==> src/rtl/fetch_pkg.sv <==
// Shared definitions for the instruction fetch stage: FSM encoding,
// the NOP word loaded on reset, register-field positions and the PC step.
package fetch_pkg;

    typedef enum logic [1:0] {
        ST_REQ   = 2'd0,
        ST_HOLD  = 2'd1,
        ST_FAULT = 2'd2
    } fetch_state_t;

    localparam logic [31:0] NOP_INSN = 32'h0000_0013;   // addi x0, x0, 0
    localparam int          RS1_LSB  = 15;
    localparam int          RS2_LSB  = 20;
    localparam int          RD_LSB   = 7;
    localparam int          REG_W    = 5;
    localparam int          PC_STEP  = 4;

    // Extract a 5-bit register index starting at bit position lsb.
    function automatic logic [REG_W-1:0] reg_field(input logic [31:0] word, input int lsb);
        return word[lsb +: REG_W];
    endfunction

endpackage

==> src/rtl/fetch_timeout_ctr.sv <==
// Counts request cycles that go unanswered by instruction memory.
// expire fires on the unanswered request cycle that brings the count to
// MAX_WAIT, so the owner can enter its fault state on that same edge.
module fetch_timeout_ctr #(
    parameter int MAX_WAIT = 15
) (
    input  logic clk,
    input  logic rst,
    input  logic clear,
    input  logic inc,
    output logic expire
);

    localparam int              CW   = $clog2(MAX_WAIT + 1);
    localparam logic [CW-1:0]   LAST = CW'(MAX_WAIT - 1);

    logic [CW-1:0] count_reg;

    assign expire = inc && (count_reg == LAST);

    // Wait counter: clear dominates, otherwise count unanswered requests.
    always_ff @(posedge clk or negedge rst) begin
        if (!rst) begin
            count_reg <= '0;
        end else if (clear) begin
            count_reg <= '0;
        end else if (inc) begin
            count_reg <= count_reg + 1'b1;
        end
    end

endmodule

==> src/rtl/fetch_unit.sv <==
// Instruction fetch stage: owns the PC, runs the req/ack handshake with
// instruction memory, registers the returned word and exposes its rs1/rs2/rd
// fields to the register file. Handles downstream stall, redirect and a
// sticky fault for fetch timeout or misaligned redirect targets.
module fetch_unit
    import fetch_pkg::*;
#(
    parameter int          N        = 32,
    parameter logic [N-1:0] RESET_PC = '0,
    parameter int          MAX_WAIT = 15
) (
    input  logic         clk,
    input  logic         rst,
    output logic         imem_req,
    output logic [N-1:0] imem_addr,
    input  logic         imem_ack,
    input  logic [31:0]  imem_rdata,
    input  logic         stall,
    input  logic         redirect,
    input  logic [N-1:0] redirect_pc,
    output logic         inst_valid,
    output logic [31:0]  inst,
    output logic [N-1:0] inst_pc,
    output logic [4:0]   rs1,
    output logic [4:0]   rs2,
    output logic [4:0]   rd,
    output logic         fetch_fault
);

    fetch_state_t state_reg, state_next;
    logic [N-1:0] pc_reg, pc_next;
    logic [31:0]  inst_reg, inst_next;
    logic [N-1:0] inst_pc_reg, inst_pc_next;
    logic         valid_reg, valid_next;
    logic         fault_reg, fault_next;

    logic         accept;
    logic         ctr_clear;
    logic         ctr_inc;
    logic         expire;

    // A request is withheld while an unconsumed instruction is stalled.
    assign imem_req  = (state_reg == ST_REQ) && !(valid_reg && stall);
    assign imem_addr = pc_reg;
    assign accept    = imem_req && imem_ack;
    assign ctr_inc   = imem_req && !imem_ack;
    assign ctr_clear = redirect || accept || (state_next != ST_REQ);

    fetch_timeout_ctr #(
        .MAX_WAIT (MAX_WAIT)
    ) u_timeout (
        .clk    (clk),
        .rst    (rst),
        .clear  (ctr_clear),
        .inc    (ctr_inc),
        .expire (expire)
    );

    // Next-state logic: redirect overrides everything, then per-state behaviour.
    always_comb begin
        state_next   = state_reg;
        pc_next      = pc_reg;
        inst_next    = inst_reg;
        inst_pc_next = inst_pc_reg;
        valid_next   = valid_reg;
        fault_next   = fault_reg;

        if (redirect) begin
            pc_next    = redirect_pc;
            valid_next = 1'b0;
            if (redirect_pc[1:0] != 2'b00) begin
                state_next = ST_FAULT;
                fault_next = 1'b1;
            end else begin
                state_next = ST_REQ;
                fault_next = 1'b0;
            end
        end else begin
            unique case (state_reg)
                ST_REQ: begin
                    if (accept) begin
                        // Any previously valid instruction is consumed this cycle.
                        inst_next    = imem_rdata;
                        inst_pc_next = pc_reg;
                        valid_next   = 1'b1;
                        pc_next      = pc_reg + N'(PC_STEP);
                    end else if (valid_reg && stall) begin
                        state_next = ST_HOLD;
                    end else begin
                        // Either nothing was valid or it was consumed.
                        valid_next = 1'b0;
                        if (expire) begin
                            state_next = ST_FAULT;
                            fault_next = 1'b1;
                        end
                    end
                end
                ST_HOLD: begin
                    if (!stall) begin
                        valid_next = 1'b0;
                        state_next = ST_REQ;
                    end
                end
                ST_FAULT: begin
                    valid_next = 1'b0;
                end
                default: begin
                    state_next = ST_REQ;
                end
            endcase
        end
    end

    // State and datapath registers with asynchronous active-low reset.
    always_ff @(posedge clk or negedge rst) begin
        if (!rst) begin
            state_reg   <= ST_REQ;
            pc_reg      <= RESET_PC;
            inst_reg    <= NOP_INSN;
            inst_pc_reg <= '0;
            valid_reg   <= 1'b0;
            fault_reg   <= 1'b0;
        end else begin
            state_reg   <= state_next;
            pc_reg      <= pc_next;
            inst_reg    <= inst_next;
            inst_pc_reg <= inst_pc_next;
            valid_reg   <= valid_next;
            fault_reg   <= fault_next;
        end
    end

    assign inst_valid  = valid_reg;
    assign inst        = inst_reg;
    assign inst_pc     = inst_pc_reg;
    assign fetch_fault = fault_reg;
    assign rs1         = reg_field(inst_reg, RS1_LSB);
    assign rs2         = reg_field(inst_reg, RS2_LSB);
    assign rd          = reg_field(inst_reg, RD_LSB);

endmodule

==> config.mk <==
export PLATFORM = sky130hd
export DESIGN_NAME = fetch_unit
export DESIGN_NICKNAME = d
export VERILOG_FILES = /design/src/rtl/fetch_pkg.sv /design/src/rtl/fetch_timeout_ctr.sv /design/src/rtl/fetch_unit.sv
export SDC_FILE = /design/constraint.sdc
export NUM_CORES = 1
export LEC_CHECK = 0
export CORE_ASPECT_RATIO = 0.8
export CORE_MARGIN = 5
export CORE_UTILIZATION = 65
export DETAILED_ROUTE_END_ITERATION = 6
export DONT_BUFFER_PORTS = 1
export GPL_TIMING_DRIVEN = 0
export PLACE_DENSITY = 0.91
export SYNTH_ARGS = -nofsm -noshare
export SYNTH_HDL_FRONTEND = slang
export SYNTH_SLANG_ARGS = --single-unit
==> constraint.sdc <==
create_clock -name clk -period 5.8 [get_ports clk]
set_input_delay 0.29 -clock clk [delete_from_list [all_inputs] [get_ports clk]]
set_output_delay 0.29 -clock clk [all_outputs]
set_load 0.005 [all_outputs]
# ---- After elaboration in Yosys (flattened, before gate mapping)
# Index checks and enable logic that the tools add are counted.
# W data, S select, Z words.
dict set report word_totals {
  register_bits 104
  inputBits 69
  output_inout_bits 114
  wordCells 61
}
dict set report op_classes {
  add_sub_neg 2
  n_eq_ne 7
  muxes 23
  bitwise 1
  reduce_logical 21
}
# op n
set ops {}
lappend ops {{$mux W32} 3}
lappend ops {{$add A32 B3 Y32 const B} 1}
lappend ops {{$mux W2} 6}
lappend ops {{$reduce_bool A2 Y1} 6}
lappend ops {{$mux W1} 10}
lappend ops {{$mux W4} 2}
lappend ops {{$pmux W2 S3} 1}
lappend ops {{$reduce_and A3 Y1} 2}
lappend ops {{$logic_and A1 B1 Y1} 5}
lappend ops {{$add A4 B1 Y4 const B} 1}
lappend ops {{$eq A4 B4 Y1 const B} 1}
lappend ops {{$ne A2 B2 Y1 const B} 2}
lappend ops {{$ne A4 B4 Y1 const B} 1}
lappend ops {{$reduce_and A4 Y1} 1}
lappend ops {{$reduce_bool A4 Y1} 1}
lappend ops {{$ne A3 B3 Y1 const B} 1}
lappend ops {{$pmux W1 S3} 1}
lappend ops {{$eq A2 B1 Y1 const B} 1}
lappend ops {{$eq A2 B2 Y1 const B} 1}
lappend ops {{$logic_not A1 Y1} 2}
lappend ops {{$logic_not A2 Y1} 1}
lappend ops {{$logic_or A1 B1 Y1} 2}
lappend ops {{$reduce_and A2 Y1} 1}
lappend ops {{$not A1 Y1} 1}

# ---- Longest topological paths before layout
dict set report logic_depth {
  depth_word 13
  ltp_mapped 7
  depth_no_buf 7
}

# ---- Modules after synthesis
# Synthesis repeated with hierarchy kept, for this count alone.
dict set report unflattened {
  hier_cells 402
  area_unflattened_um2 4899.7
}
# module instances cells_each area_each_um2 seq_area_each_um2
set modules_own_cells {}
lappend modules_own_cells {fetch_unit 1 382 4677.0 2506.2}
lappend modules_own_cells {fetch_timeout_ctr 1 20 222.7 100.1}

# ---- Least setup slack after synthesis
# No wires, ideal clock.
dict set report synth_timing {
  path_kind {register to register}
  from {register state_reg[0]}
  to {register inst_reg[10], in the netlist inst[10]}
  setup_time_ps 125
  arrival_time_ps 1939
  required_time_ps 5675
  setup_slack_ps 3736
  path_stages_with_launch 8
  path_buffers 2
  synth_period_minus_slack_ps 2064
  path_cell_list {dfrtp_1 > inv_1 > ha_1 > and2_0 > and3_1 > buf_2 > buf_2 > mux2_2}
}
dict set report synth_via {
  elab_chain_cells 4
}
# item line_no
set synth_lines {}
lappend synth_lines {{start, declared} fetch_unit.sv:30} ;# fetch_state_t state_reg, state_next;
lappend synth_lines {{start signal, assigned} fetch_unit.sv:124} ;# state_reg <= state_next;
lappend synth_lines {{$logic_not A2 Y1 *} {fetch_unit.sv:43, fetch_unit.sv:79}}
lappend synth_lines {{$logic_and A1 B1 Y1} fetch_unit.sv:43} ;# assign imem_req = (state_reg == ST_REQ) && !(valid_reg && stall);
lappend synth_lines {{$logic_and A1 B1 Y1} fetch_unit.sv:45} ;# assign accept = imem_req && imem_ack;
lappend synth_lines {{$reduce_and A3 Y1 (no line) *} -}
lappend synth_lines {{end signal, assigned} fetch_unit.sv:126} ;# inst_reg <= inst_next;
lappend synth_lines {{end, declared} fetch_unit.sv:32} ;# logic [31:0] inst_reg, inst_next;
# Mark *: on every way between the ends. The rest lies on a longest branch, timed or not.
# A chain may end at the register's enable or synchronous reset.

# ---- Final worst setup path
dict set report layout_timing {
  from {register state_reg[0]}
  to {register inst_pc_reg[23], in the netlist inst_pc[23]}
}
dict set report layout_via {
  elab_chain_cells 4
}
# item line_no
set layout_lines {}
lappend layout_lines {{$logic_not A2 Y1 *} {fetch_unit.sv:43, fetch_unit.sv:79}}
lappend layout_lines {{$logic_and A1 B1 Y1} fetch_unit.sv:43}
lappend layout_lines {{$logic_and A1 B1 Y1} fetch_unit.sv:45}
lappend layout_lines {{$reduce_and A3 Y1 (no line) *} -}
lappend layout_lines {{end signal, assigned} fetch_unit.sv:127} ;# inst_pc_reg <= inst_pc_next;
lappend layout_lines {{end, declared} fetch_unit.sv:33} ;# logic [N-1:0] inst_pc_reg, inst_pc_next;
# Marks and branches as above.

==> metrics.yaml <==
status: "completed"
slew_viol_final: 0
fillerInstances: 503
synth_area_per_cell_um2: 12.0
slowest_stage: "dfrtp_1"
core-area_um2: 7390
num_rows: 28
grt_use_total_pct: 23.6
period_needed_ns: 2.44
overflow: 0
postRouteAntennaNets: 0
path_buf_inv: 3
port-buffer-count: 0
hold_viol: 0
cp-end-kind: "register"
crit_required_ns: 6.05
synth_flop_cell: "dfrtp_1"
cts_root_buf: "clkbuf_8"
grt_max_degree: 105
drc: 0
cp_max_fo: 10
clock_latency_ns: 0.36
maxCapViolCount: 0
rsz0062_at_grt: "no"
clock_power_share_pct: 24.4
synth-async-reset-ratio_pct: 100
fin_nets: 500
syn_area_um2: 4910
clock_path_buffers: 2
finalClockSkew_ns: 0.00995
yosysMostFrequentCell: "dfrtp_1"
register_area_um2: 2610
setup_viol: 0
ys_warn_count: 0
path_class: "register to register"
synth_area_leaders: "dfrtp_1 51%, mux2_2 16%, xnor2_1 4.3%"
yosys.area.top_type_share_pct: 51.5
gp_congestion: 0.873
worstPathCellList: "inv_1 -> ha_1 -> and2_0 -> and3_1 -> buf_2 -> buf_2 -> mux2_2"
seq_power_share_pct: 59.5
crit_path_max_incr_delay_ns: 0.43
fin_crit_sh_pct: 42.0
area_growth_pct: 7.23
cp_top_family: "buffers and inverters"
wl_per_cell_um: 21.0
antenna_found_initial: 0
pin_count: 183
cts_buffers: 9
hold_path_class: "input port to register"
pwr-share-comb_pct: 16.1
vias: 3221
swShare_pct: 29.0
ys_types: 43
leakagePower_nw: 2.21
tns_ns: 0
totalWireLength_um: 11200
die-area_um2: 9410
syn_nets: 487
p_switching_w: 0.000518
die_w_um: 107
worstPathArrival_ns: 2.68
die_h_um: 87.8
cts_tree: "built"
stdcell_area_um2: 5270
n_antenna_cell: 0
synth_top_cell_by_area: "dfrtp_1"
multi_input_area_um2: 2070
max_freq_mhz: 411
power_density_nw_per_um2: 339
drt-initial-drc-count: 157
dpl-instance-area_um2: 5040
ir_drop_v: 0.000253
synth_cells: 411
first_global_vias: 3235
synth_commonest_cells: "101 x dfrtp_1, 69 x mux2_2, 41 x nand2_1, 25 x o21ai_0, 24 x xnor2_1"
routed_via_density: 6.04
cts.clk_slew.worst_paths_ns: 0.10
synth_edf_count: 0
htree_levels: 3
drt_first_pass_iters: 4
start_kind: "register"
ys_seq_area_share_pct: 53.1
crit_top_cell: "buf_2"
grt_pass1_wl_um: 17100
synth-seq-cells: 104
tightest_slew_ns: 0.557
initial_core_util_pct: 66.5
p_int_w: 0.00127
drive_gt1_share_pct: 30.1
max-slew-margin-rel_pct: 62.9
cts_num_sinks: 104
hpwl_um: 8490
final cells by class:
| cell class | count | share of cell area (%) |
|---|---|---|
| clock inverter | 5 | 1.12 |
| tap | 105 | 2.49 |
| clock buffer | 10 | 2.42 |
| multi-input combinational | 265 | 39.3 |
| buffer | 32 | 3.80 |
| sequential | 104 | 49.5 |
| timing repair buffer | 2 | 0.713 |
| inverter | 10 | 0.713 |
power by group through the flow:
stage / combinational [W] / sequential [W] / clock (W)
2_1_floorplan: 0.000239 / 0.00102 / 0
3_3_place_gp: 0.000259 / 0.00107 / 0
3_5_place_dp: 0.000277 / 0.00108 / 0
4_1_cts: 0.000293 / 0.00107 / 0.000446
5_1_grt: 0.000319 / 0.00109 / 0.000476
6_report: 0.000288 / 0.00106 / 0.000435
final timing paths:
check	from	to	slack, ns	cells past startpoint
max	state_reg[0]	inst_pc[23]	3.36	7
min	redirect_pc[2]	imem_addr[2]	0.04	2
max reg2reg	state_reg[0]	inst_pc[23]	3.36	7
min reg2reg	inst[3]	inst[3]	0.54	1
max in group asynchronous	rst	imem_addr[18]	4.88	2
min in group asynchronous	rst	imem_addr[30]	0.52	2
cells in the final DEF (no fill, tap or decap), types with 3 or more instances in the layout:
cell      Yosys  routed
dfrtp_1     101     101
mux2_2       69      69
nand2_1      41      41
o21ai_0      25      25
xnor2_1      24      24
buf_4        17      17
nor2_1       11      11
inv_1        10      10
nand3_1       9       9
clkbuf_8      0       9
clkbuf_1      7       8
nor3_1        8       8
nand4_1       8       8
buf_2         7       7
xor2_1        7       7
nor4_1        7       7
ha_1          7       7
o21ai_1       6       6
a21oi_1       5       5
nor4_4        4       4
or3_1         3       3
nand3_2       3       3
nor4_2        3       3
dfstp_2       3       3
through the flow:
stage / power (W) / utilization (%) / cells / setup slack [ns] / hold WS, ns
after detailed placement: 0.00136 / 68.2 / 516 / 3.37 / -0.00314
after global placement: 0.00133 / 68.2 / 516 / 3.45 / -0.00264
final: 0.00179 / 71.3 / 533 / 3.36 / 0.0403
after global routing: 0.00188 / 71.3 / 533 / 3.15 / 0.0295
after CTS: 0.00181 / 71.3 / 533 / 3.36 / 0.0320
after floorplan: 0.00126 / - / 411 / 3.74 / -0.00559
cells by family (layout without fill, tap and decap cells):
kind of cell,Yosys count,count (layout),share of synthesized area [%]
simple gates,113,113,13.8
flops,104,104,53.1
mux,70,70,16.0
xor+xnor,31,31,5.53
fa+ha+maj,7,7,1.78
buf+inv,42,59,4.84
compound gates,44,44,4.97
timing repair:
action                                  CTS  global route
hold buffers                              2             0
endpoints found under the setup margin    0             0
endpoints found under the hold margin   104             0
gates resized for setup                   0             0
buffers inserted                          0             0
layer usage:
layer	part of all wire [%]	global-route usage [%]
met5	0	0
met4	1.4	6.74
met3	11	9.14
met2	49	39.0
met1	39	29.4
(Power assumes the default switching activity.)
